[config.mk]
export PLATFORM = sky130hd
export DESIGN_NAME = debam_pipe_mult
export DESIGN_NICKNAME = d
export VERILOG_FILES = /design/src/rtl/debam_pipe_mult.sv
export SDC_FILE = /design/constraint.sdc
export NUM_CORES = 1
export LEC_CHECK = 0
export CAP_MARGIN = 20
export CORE_MARGIN = 10
export CORE_UTILIZATION = 31
export CTS_CLUSTER_SIZE = 28
export DETAILED_ROUTE_END_ITERATION = 16
export DONT_BUFFER_PORTS = 1
export PLACE_DENSITY = 0.44
export SLEW_MARGIN = 20
export SYNTH_ARGS = -nofsm -noshare
export SYNTH_HDL_FRONTEND = slang
export SYNTH_SLANG_ARGS = --single-unit
export TNS_END_PERCENT = 50
[constraint.sdc]
create_clock -name clock -period 2.45 [get_ports clock]
set_input_delay 0.1225 -clock clock [delete_from_list [all_inputs] [get_ports clock]]
set_output_delay 0.1225 -clock clock [all_outputs]
set_load 0.01 [all_outputs]
[src/rtl/debam_pipe_mult.sv]
// debam_pipe_mult: three-stage pipelined DeBAM approximate / exact multiplier.
//   Stage 1 (PPG) decodes B into radix-4 pair terms plus accurate MSB rows,
//   stage 2 (PPR) compresses the rows to sum/carry vectors with a 3:2 chain,
//   stage 3 (CPA) adds sum and carry into the output register.
// Ports:
//   clock, reset_n              rising-edge clock, async active-low reset
//   in_valid/in_ready           operand handshake (in_ready = no output stall)
//   in_a, in_b                  N-bit operands
//   in_exact, in_tag            per-op mode and sideband tag
//   out_valid/out_ready         result handshake
//   out_product                 2N-bit product
//   out_exact, out_tag          mode and tag of the op being presented
//   err_clr, err_count          only with DEBAM_ERR_STAT_EN: approximation
//                               error counter and its synchronous clear
// Optional feature macro: DEBAM_ERR_STAT_EN

module debam_pipe_mult #(
   parameter int unsigned N     = 8,
   parameter int unsigned M     = 2,
   parameter int unsigned TAG_W = 4
`ifdef DEBAM_ERR_STAT_EN
   ,parameter int unsigned CNT_W = 16
`endif
) (
   input  logic             clock,
   input  logic             reset_n,
   input  logic             in_valid,
   output logic             in_ready,
   input  logic [N-1:0]     in_a,
   input  logic [N-1:0]     in_b,
   input  logic             in_exact,
   input  logic [TAG_W-1:0] in_tag,
   output logic             out_valid,
   input  logic             out_ready,
   output logic [2*N-1:0]   out_product,
   output logic             out_exact,
   output logic [TAG_W-1:0] out_tag
`ifdef DEBAM_ERR_STAT_EN
   ,input  logic             err_clr
   ,output logic [CNT_W-1:0] err_count
`endif
);

   localparam int unsigned G  = (N - M) / 2;   // number of radix-4 pair groups
   localparam int unsigned R  = G + M;         // rows entering the CSA chain
   localparam int unsigned PW = 2 * N;

   typedef logic [PW-1:0] word_t;

   // Term selected by one B pair; t11 carries the mode-dependent "11" term.
   function automatic word_t pair_term(input logic [1:0] p, input word_t a, input word_t t11);
      word_t t;
      case (p)
         2'b00:   t = '0;
         2'b01:   t = a;
         2'b10:   t = a << 1;
         default: t = t11;
      endcase
      return t;
   endfunction

   logic  stall_c;
   word_t a_ext;

   // A global stall freezes every stage; no bubble collapsing.
   assign stall_c  = out_valid & ~out_ready;
   assign in_ready = ~stall_c;
   assign a_ext    = PW'(in_a);

   // ---------------- stage 1: partial-product generation ----------------
   word_t            pp_d [R];
   word_t            pp_q [R];
   logic             v1_q, ex1_q;
   logic [TAG_W-1:0] tag1_q;

   for (genvar g = 0; g < G; g++) begin : g_grp
      word_t t11;
      // approximate mode replaces A+2A by A|2A, dropping the carry chain
      assign t11     = in_exact ? (a_ext + (a_ext << 1)) : (a_ext | (a_ext << 1));
      assign pp_d[g] = pair_term(in_b[2*g +: 2], a_ext, t11) << (2 * g);
   end

   for (genvar i = 0; i < M; i++) begin : g_msb
      assign pp_d[G+i] = in_b[N-M+i] ? (a_ext << (N - M + i)) : '0;
   end

   always_ff @(posedge clock or negedge reset_n) begin : p_stage1
      if (!reset_n) begin
         v1_q   <= 1'b0;
         pp_q   <= '{default: '0};
         ex1_q  <= 1'b0;
         tag1_q <= '0;
      end else if (!stall_c) begin
         v1_q <= in_valid;
         if (in_valid) begin
            pp_q   <= pp_d;
            ex1_q  <= in_exact;
            tag1_q <= in_tag;
         end
      end
   end

   // ---------------- stage 2: carry-save reduction ----------------
   word_t            sum_d, car_d, sum_q, car_q;
   logic             v2_q, ex2_q;
   logic [TAG_W-1:0] tag2_q;

   debam_csa_chain #(.R(R), .W(PW)) u_csa (
      .rows_i  (pp_q),
      .sum_o   (sum_d),
      .carry_o (car_d)
   );

   always_ff @(posedge clock or negedge reset_n) begin : p_stage2
      if (!reset_n) begin
         v2_q   <= 1'b0;
         sum_q  <= '0;
         car_q  <= '0;
         ex2_q  <= 1'b0;
         tag2_q <= '0;
      end else if (!stall_c) begin
         v2_q <= v1_q;
         if (v1_q) begin
            sum_q  <= sum_d;
            car_q  <= car_d;
            ex2_q  <= ex1_q;
            tag2_q <= tag1_q;
         end
      end
   end

   // ---------------- stage 3: carry-propagate add ----------------
   always_ff @(posedge clock or negedge reset_n) begin : p_stage3
      if (!reset_n) begin
         out_valid   <= 1'b0;
         out_product <= '0;
         out_exact   <= 1'b0;
         out_tag     <= '0;
      end else if (!stall_c) begin
         out_valid <= v2_q;
         if (v2_q) begin
            out_product <= sum_q + car_q;
            out_exact   <= ex2_q;
            out_tag     <= tag2_q;
         end
      end
   end

`ifdef DEBAM_ERR_STAT_EN
   // Shadow exact datapath, advancing in lock-step with the main pipe.
   word_t ppx_d [R];
   word_t ppx_q [R];
   word_t sumx_d, carx_d, sumx_q, carx_q, prodx_q;

   for (genvar g = 0; g < G; g++) begin : g_grpx
      assign ppx_d[g] = pair_term(in_b[2*g +: 2], a_ext, a_ext + (a_ext << 1)) << (2 * g);
   end

   for (genvar i = 0; i < M; i++) begin : g_msbx
      assign ppx_d[G+i] = pp_d[G+i];
   end

   debam_csa_chain #(.R(R), .W(PW)) u_csax (
      .rows_i  (ppx_q),
      .sum_o   (sumx_d),
      .carry_o (carx_d)
   );

   always_ff @(posedge clock or negedge reset_n) begin : p_shadow
      if (!reset_n) begin
         ppx_q   <= '{default: '0};
         sumx_q  <= '0;
         carx_q  <= '0;
         prodx_q <= '0;
      end else if (!stall_c) begin
         if (in_valid) ppx_q   <= ppx_d;
         if (v1_q) begin
            sumx_q <= sumx_d;
            carx_q <= carx_d;
         end
         if (v2_q) prodx_q <= sumx_q + carx_q;
      end
   end

   // Count approximate results that differ from exact; clear has priority.
   always_ff @(posedge clock or negedge reset_n) begin : p_err_cnt
      if (!reset_n) begin
         err_count <= '0;
      end else if (err_clr) begin
         err_count <= '0;
      end else if (out_valid && out_ready && !out_exact && (out_product != prodx_q)
                   && (err_count != {CNT_W{1'b1}})) begin
         err_count <= err_count + CNT_W'(1);
      end
   end
`endif

endmodule

// debam_csa_chain: linear 3:2 compressor chain reducing R rows to sum/carry.
// Ports: rows_i (R rows of W bits), sum_o, carry_o (carry already shifted).
// Results are modulo 2^W, which is exact since the product fits in W bits.
module debam_csa_chain #(
   parameter int unsigned R = 5,
   parameter int unsigned W = 16
) (
   input  logic [W-1:0] rows_i [R],
   output logic [W-1:0] sum_o,
   output logic [W-1:0] carry_o
);

   logic [W-1:0] s_c [1:R-1];
   logic [W-1:0] c_c [1:R-1];

   assign s_c[1] = rows_i[0];
   assign c_c[1] = rows_i[1];

   for (genvar i = 2; i < R; i++) begin : g_csa
      assign s_c[i] = s_c[i-1] ^ c_c[i-1] ^ rows_i[i];
      assign c_c[i] = ((s_c[i-1] & c_c[i-1]) | (s_c[i-1] & rows_i[i])
                       | (c_c[i-1] & rows_i[i])) << 1;
   end

   assign sum_o   = s_c[R-1];
   assign carry_o = c_c[R-1];

endmodule
; ---- After elaboration in Yosys (flattened, before gate mapping)
; Index checks and enable logic that the tools add are counted.
[word_totals]
register_bits = 134
output_inout_bits = 23
elab_cells = 62
[op_classes]
addsub = 2
eq_ne = 6
n_mux = 6
bitwise = 25
reduce_logical = 6
[op_table]
columns = cell, n
row1 = $or A15 B15 Y15, 6
row2 = $and A15 B15 Y15, 5
row3 = $and A15 B14 Y15, 4
row4 = $pmux W16 S3, 1
row5 = $xor A16 B16 Y16, 3
row6 = $pmux W14 S3, 1
row7 = $xor A16 B14 Y16, 2
row8 = $pmux W10 S3, 1
row9 = $add A16 B16 Y16, 1
row10 = $xor A16 B15 Y16, 1
row11 = $mux W15, 1
row12 = $mux W14, 1
row13 = $add A8 B9 Y10, 1
row14 = $mux W10, 1
row15 = $or A8 B9 Y9, 1
row16 = $eq A2 B1 Y1 const B, 3
row17 = $eq A2 B2 Y1 const B, 3
row18 = $logic_not A2 Y1, 3
row19 = $reduce_and A2 Y1, 3
row20 = $not A1 Y1, 2
row21 = $and A1 B1 Y1, 1

; ---- Longest topological paths before layout
; Gate-level depths: netlist of run 1.
[logic_depth]
word_depth = 9
mapped_depth = 8

; ---- Hierarchy
; A second synthesis of run 1 with hierarchy kept.
[hier_totals]
hier_cells = 662
area_unflattened_um2 = 6847.8
[modules_own_cells]
columns = module, instances, cells_per_inst, area_each_um2, seq_area_each_um2
row1 = debam_pipe_mult, 1, 603, 5858.1, 2802.7
row2 = debam_csa_chain, 1, 59, 989.7, 0.0

; ---- Least setup slack after synthesis of run 1
; No wires, ideal clock.
[synth_timing]
path_kind = register to register
from = register pp_q[41] in the netlist's numbering
to = register sum_q[9]
t_arrival_ns = 2.072
slack_ns = 0.253
stages_incl_launch_ff = 5
cell_sequence = dfrtp_1 -> fa_1 -> fa_1 -> fa_1 -> mux2_2
[synth_between]
elab_chain_len = 5
[synth_lines]
columns = element, line
row1 = start: declaration, 72  ; word_t pp_q [R];
row2 = start signal: assignment, 96  ; pp_q <= pp_d;
row3 = $xor A16 B14 Y16, 219  ; assign s_c[i] = s_c[i-1] ^ c_c[i-1] ^ rows_i[i];
row4 = $xor A16 B16 Y16, 219
row5 = $xor A16 B14 Y16, 219
row6 = $xor A16 B16 Y16, 219
row7 = $xor A16 B15 Y16, 219
row8 = net sum_d[9], 104  ; word_t sum_d, car_d, sum_q, car_q;
row9 = end signal: assignment, 124  ; sum_q <= sum_d;
row10 = end: declaration, 104
; The timed path passes the listed nets, and every way through them passes these cells.
; A chain may end at the register's enable or synchronous reset.

; ---- Worst setup path after layout of run 1
[layout_timing]
from = register pp_q[40] in the netlist's numbering
to = register sum_q[8]
; Same word-level chain as after synthesis.

==> out/metrics.csv, run 1 <==
metric;value;unit
vdd_drop_max;296.9;uV
fp.dieH;159.2;um
crit_required;2690;ps
fin_setup_tns;0;ps
hold_class;input pin to async pin;
post-route-util;36.11;%
synth_area_leaders;dfrtp_1 (44%), mux2_2 (9.6%), ha_1 (7.7%), fa_1 (7.3%), nand2_1 (5.3%);
cp_max_fo;2;
ys.flop_type;dfrtp_1;
synth-edff-count;0;
grt_antenna_before_repair;0;
status;complete, but fails checks;
grt_max_degree;107;
clock_sinks;106;
dieArea;25350;sq um
r2r_setup_slack;170;ps
num_rows;50;
multi_input_area;3095;sq um
reg2regPathDepth;4;
seq_area;2653;sq um
synth_top_cell_by_area;dfrtp_1;
synth_top_area_share;44.15;%
end_kind;flop;
yosysWarnings;0;
cts.htree.levels;3;
post_drt_via_cell_ratio;4.992;
synth_area_per_cell;10.49;sq um
grt_usage;12.27;%
setup_viol;0;
area_growth_syn_to_layout;13.56;%
port_buffers;0;
syn_inst;573;
gp_congestion;0.7989;
worstSetupEndpoint;sum_q[8];
first_global_vias;4378;
grt_overflow_total;0;
ys_types;49;
grt_pass1_wl;25290;um
startpoint_type;flop;
ys_ff_latch;106;
post-dp-hpwl;10520;um
cp-startpoint;pp_q[40];
skew;8.766;ps
finalCriticalPeriod;2282;ps
cts_tree;done;
hold_buffers;28;
rr_startpoint;pp_q[40];
drc_errors;0;
r2r_end;sum_q[8];
worstMarginPinSlew;622.1;ps
num_antenna_cells;0;
maxCapViolCount;0;
wl_per_cell;17.79;um
coreArea;18890;sq um
root_buffer;clkbuf_16;
wl;15100;um
critical_path_arrival;2520;ps
cts_buffers;9;
maxSlewViolCount;0;
power_leakage;3.064;nW
slew_headroom;58.44;%
antenna_left;0;
syn_nets;657;
drive_above_1_share;13.92;%
vias;4238;
max_freq;438.2;MHz
synth_area;6008;sq um
fin_crit_sh;93.15;%
rsz0062_at_grt;no;
clock_latency;350;ps
start_util;31.80;%
cts_setup_buffers;0;
drt_iter0_drc;257;
ioPinCount;48;
clk_pin_slew;70;ps
async_reset_ff_share;100.0;%
n_fill_cell;1946;
finalHoldViolCount;106;
clockBufferDepth;2;
hold_slack;-532.8;ps
nets;668;
violations;negative hold slack;
synth-seq-area-share;44.15;%
firstDrtPassIters;4;
power.density;987.1;nW/um^2
worst-setup-path-type;flop to flop;
die_x;159.2;um
Yosys cell counts (2+ instances only):
cell type / count
a221oi_1: 9
fa_1: 22
a32o_1: 3
clkbuf_1: 18
inv_1: 25
and2_1: 6
ha_1: 37
o2111ai_1: 3
mux2_2: 51
o211ai_1: 5
o21ai_0: 25
buf_4: 2
o221ai_1: 3
a21o_1: 4
a21oi_1: 20
dfrtp_1: 106
nor2b_1: 9
or3_1: 2
o21ai_1: 6
nor3_1: 2
a22oi_1: 9
a221o_1: 3
a31oi_1: 5
mux2i_1: 2
nor2_1: 34
o21a_1: 2
nand2_1: 85
and3_1: 2
o31ai_1: 4
xor2_1: 3
xnor2_1: 8
o211ai_2: 2
buf_2: 16
nand2b_1: 3
nand3_1: 23
how the worst min path moves through the flow:
| stage | to | from | slack, ps | cells after the start |
|---|---|---|---|---|
| floorplan | car_q[10] | reset_n | -170 | 0 |
| global placement | out_product[14] | reset_n | -170 | 0 |
| detailed placement | out_product[12] | reset_n | -170 | 0 |
| CTS | car_q[14] | reset_n | -560 | 0 |
| global route | car_q[15] | reset_n | -560 | 0 |
| finish | out_product[14] | reset_n | -530 | 0 |
worst max-delay path, stage by stage, from the launching register on:
cell     delay, ps
dfrtp_1        410
fa_1           580
fa_1           450
fa_1           470
mux2_2         270
per-layer routing:
metal / vias to the layer above / global-route usage, % / routed length, um
met5: - / 0 / 0
met4: 0 / 5.181 / 321
met3: 24 / 3.460 / 1051
met2: 115 / 17.52 / 6510
met1: 2081 / 16.92 / 7219
li1: 2018 / - / -
layout make-up:
cell class | count | share of cell area, %
well taps | 260 | 4.768
clock buffers | 11 | 3.411
flip-flops and latches | 106 | 38.88
repair buffers | 37 | 5.465
inverters | 26 | 1.430
multi-input cells | 404 | 45.37
clock inverters | 5 | 0.6785
flip-flops by register name, summed over array words and instances (netlist names), 4 cells and up:
register and count:
pp_q 46, out_product 16, sum_q 15, car_q 11, out_tag 4, tag1_q 4, tag2_q 4
logic make-up (layout without fill, tap and decap cells):
family / count (synthesis) / count (layout) / share of synthesized area (%)
buffers and inverters: 63 / 79 / 4.394
adder cells (fa/ha/maj): 59 / 59 / 15.04
AO/OA/AOI/OAI: 113 / 113 / 12.85
multiplexers: 53 / 53 / 9.892
flip-flops: 106 / 106 / 44.15
AND/OR/NAND/NOR: 168 / 168 / 12.08
XOR/XNOR: 11 / 11 / 1.604
metrics by stage:
step / worst slack, ps / power, mW / std cells / cell area, sq um
global placement: 223.7 / 5.324 / 805 / 6262
finish: 167.8 / 6.735 / 849 / 6823
floorplan: 253.2 / 4.731 / 573 / 6008
detailed placement: 151.7 / 5.399 / 805 / 6262
global route: 63.63 / 7.374 / 849 / 6823
CTS: 69.70 / 6.893 / 849 / 6822
layout by cell type (no fill, tap or decap), drive strengths merged, types with 4 or more instances in the layout:
cell type    Yosys  routed
a221oi           9       9
xnor2            8       8
inv             25      28
a31oi            5       5
dlygate4sd3      0      28
fa              22      22
nor2            34      34
clkbuf          18      11
nand2           85      85
dfrtp          106     106
o21ai           32      32
o31ai            4       4
mux2            51      51
o211ai           7       7
a22oi            9       9
nand3           23      23
nor2b            9       9
and2             6       6
a21o             4       4
a21oi           22      22
buf             19       9
ha              37      37
what timing repair did:
item,4_1_cts,5_1_grt
gates resized for setup,0,1
endpoints found under the setup margin,0,5
endpoints found under the hold margin,150,106
report_power, final:
group          internal (mW)  total [mW]  switching, mW
Sequential              2.35        2.82          0.473
Clock                  0.709        1.38          0.670
Combinational           1.26        2.53           1.28
(Power assumes the default switching activity.)
==> run 2: changes to the inputs <==
--- a/config.mk
+++ b/config.mk
@@ -11,6 +11,7 @@
 export CTS_CLUSTER_SIZE = 28
 export DETAILED_ROUTE_END_ITERATION = 16
 export DONT_BUFFER_PORTS = 1
+export MAX_ROUTING_LAYER = met4
 export PLACE_DENSITY = 0.44
 export SLEW_MARGIN = 20
 export SYNTH_ARGS = -nofsm -noshare
==> out/metrics.csv, run 2 (synthesis results as in run 1) <==
metric;value;unit
drc_errors;0;
clk_pin_slew;70;ps
startpoint_type;flop;
die_x;159.2;um
first_global_vias;4382;
largest_register_ffs;46;
grt_pass1_wl;25200;um
busiest_layer;met2;
wl;15080;um
clock_sinks;106;
worstMarginPinSlew;652.4;ps
worst-setup-path-type;flop to flop;
violations;negative hold slack;
start_util;31.80;%
crit_buf_inv;0;
drive_above_1_share;13.92;%
wl_per_cell;17.76;um
critical_path_arrival;2520;ps
maxSlewViolCount;0;
cts.htree.levels;3;
p_total;6.731;mW
finalCriticalPeriod;2283;ps
skew;9.290;ps
num_rows;50;
cts_buffers;9;
power.density;986.5;nW/um^2
final_cell_mix;dfrtp_1 (106), nand2_1 (84), mux2_2 (51), ha_1 (37), nor2_1 (34);
place_area;6262;sq um
nets;668;
grtUsageMet3;3.150;%
gp_congestion;0.8103;
firstDrtPassIters;4;
finalHoldViolCount;106;
setup_viol;0;
antenna_left;0;
final_cells;849;
fin_setup_tns;0;ps
grt_usage;12.59;%
hold_slack;-532.0;ps
area_growth_syn_to_layout;13.56;%
port_buffers;0;
fp.dieH;159.2;um
preCtsSetupSlack;151.7;ps
crit_required;2680;ps
largest_register;pp_q;
slowest_delay;580;ps
maxCapViolCount;0;
grt_max_degree;107;
rsz0062_at_grt;no;
vias;4222;
dp.cells;805;
post_drt_via_cell_ratio;4.973;
crit_family;adder cells;
cp_max_fo;2;
ioPinCount;48;
met1_usage;16.95;%
largestRegisters;pp_q: 46 flops, out_product: 16 flops, sum_q: 15 flops;
met2_usage;17.63;%
grt_overflow_total;0;
cp_slowest_cell;fa_1;
coreArea;18890;sq um
end_kind;flop;
setup_slack;167.2;ps
hold_class;input pin to async pin;
status;complete, but fails checks;
post-route-util;36.11;%
cp-startpoint;pp_q[40];
hold_buffers;28;
drt_iter0_drc;263;
dieArea;25350;sq um
max_freq;438.1;MHz
cts_tree;done;
clockBufferDepth;2;
fin_crit_sh;93.18;%
grt_antenna_before_repair;0;
post-dp-hpwl;10520;um
root_buffer;clkbuf_16;
slew_headroom;56.41;%
num_antenna_cells;0;
clock_latency;350;ps
path_cells;fa_1, fa_1, fa_1, mux2_2;
rr_startpoint;pp_q[40];
power_leakage;3.064;nW
crit_top_cell;fa_1;
fin_area;6823;sq um
vdd_drop_max;292.9;uV
final_common_cell;dfrtp_1;
==> run 2: worst reg2reg max path, cell delays in order (launching register included) <==
cell,delay (ps)
dfrtp_1,410
fa_1,580
fa_1,450
fa_1,470
mux2_2,260
==> run 2: layer usage <==
metal  part of all wire, %  up-vias
met1                    48     2073
met4                   1.8        0
met5                     0        -
li1                      -     2018
met3                   6.8       21
met2                    44      110
==> run 2: what timing repair did <==
item	4_1_cts	5_1_grt
resized for setup	0	1
setup endpoints to repair	0	5
endpoints found under the hold margin	150	106
setup buffers	0	0
==> run 2: report_power, final <==
group	leakage (nW)	internal, mW	switching, mW
registers	1.32	2.35	0.473
clock network	0.137	0.709	0.668
logic	1.60	1.25	1.28
total	3.06	4.31	2.42
==> run 2: layout make-up <==
type	count	area, sq um
Fill cell	1946	12070
Multi-Input combinational cell	404	3095
Sequential cell	106	2653
Timing Repair Buffer	37	372.9
Tap cell	260	325.3
Clock buffer	11	232.7
Inverter	26	97.59
Clock inverter	5	46.29
==> run 2: path summary, 6_finish.rpt <==
kind                                   end  slack [ps]  depth (start not counted)
max reg2reg                       sum_q[8]         170                          4
max in group asynchronous         car_q[6]        2790                          0
min                        out_product[14]        -530                          0
min in group clock                pp_q[43]          20                          2
min reg2reg                      tag1_q[3]         480                          2
max                               sum_q[8]         170                          4
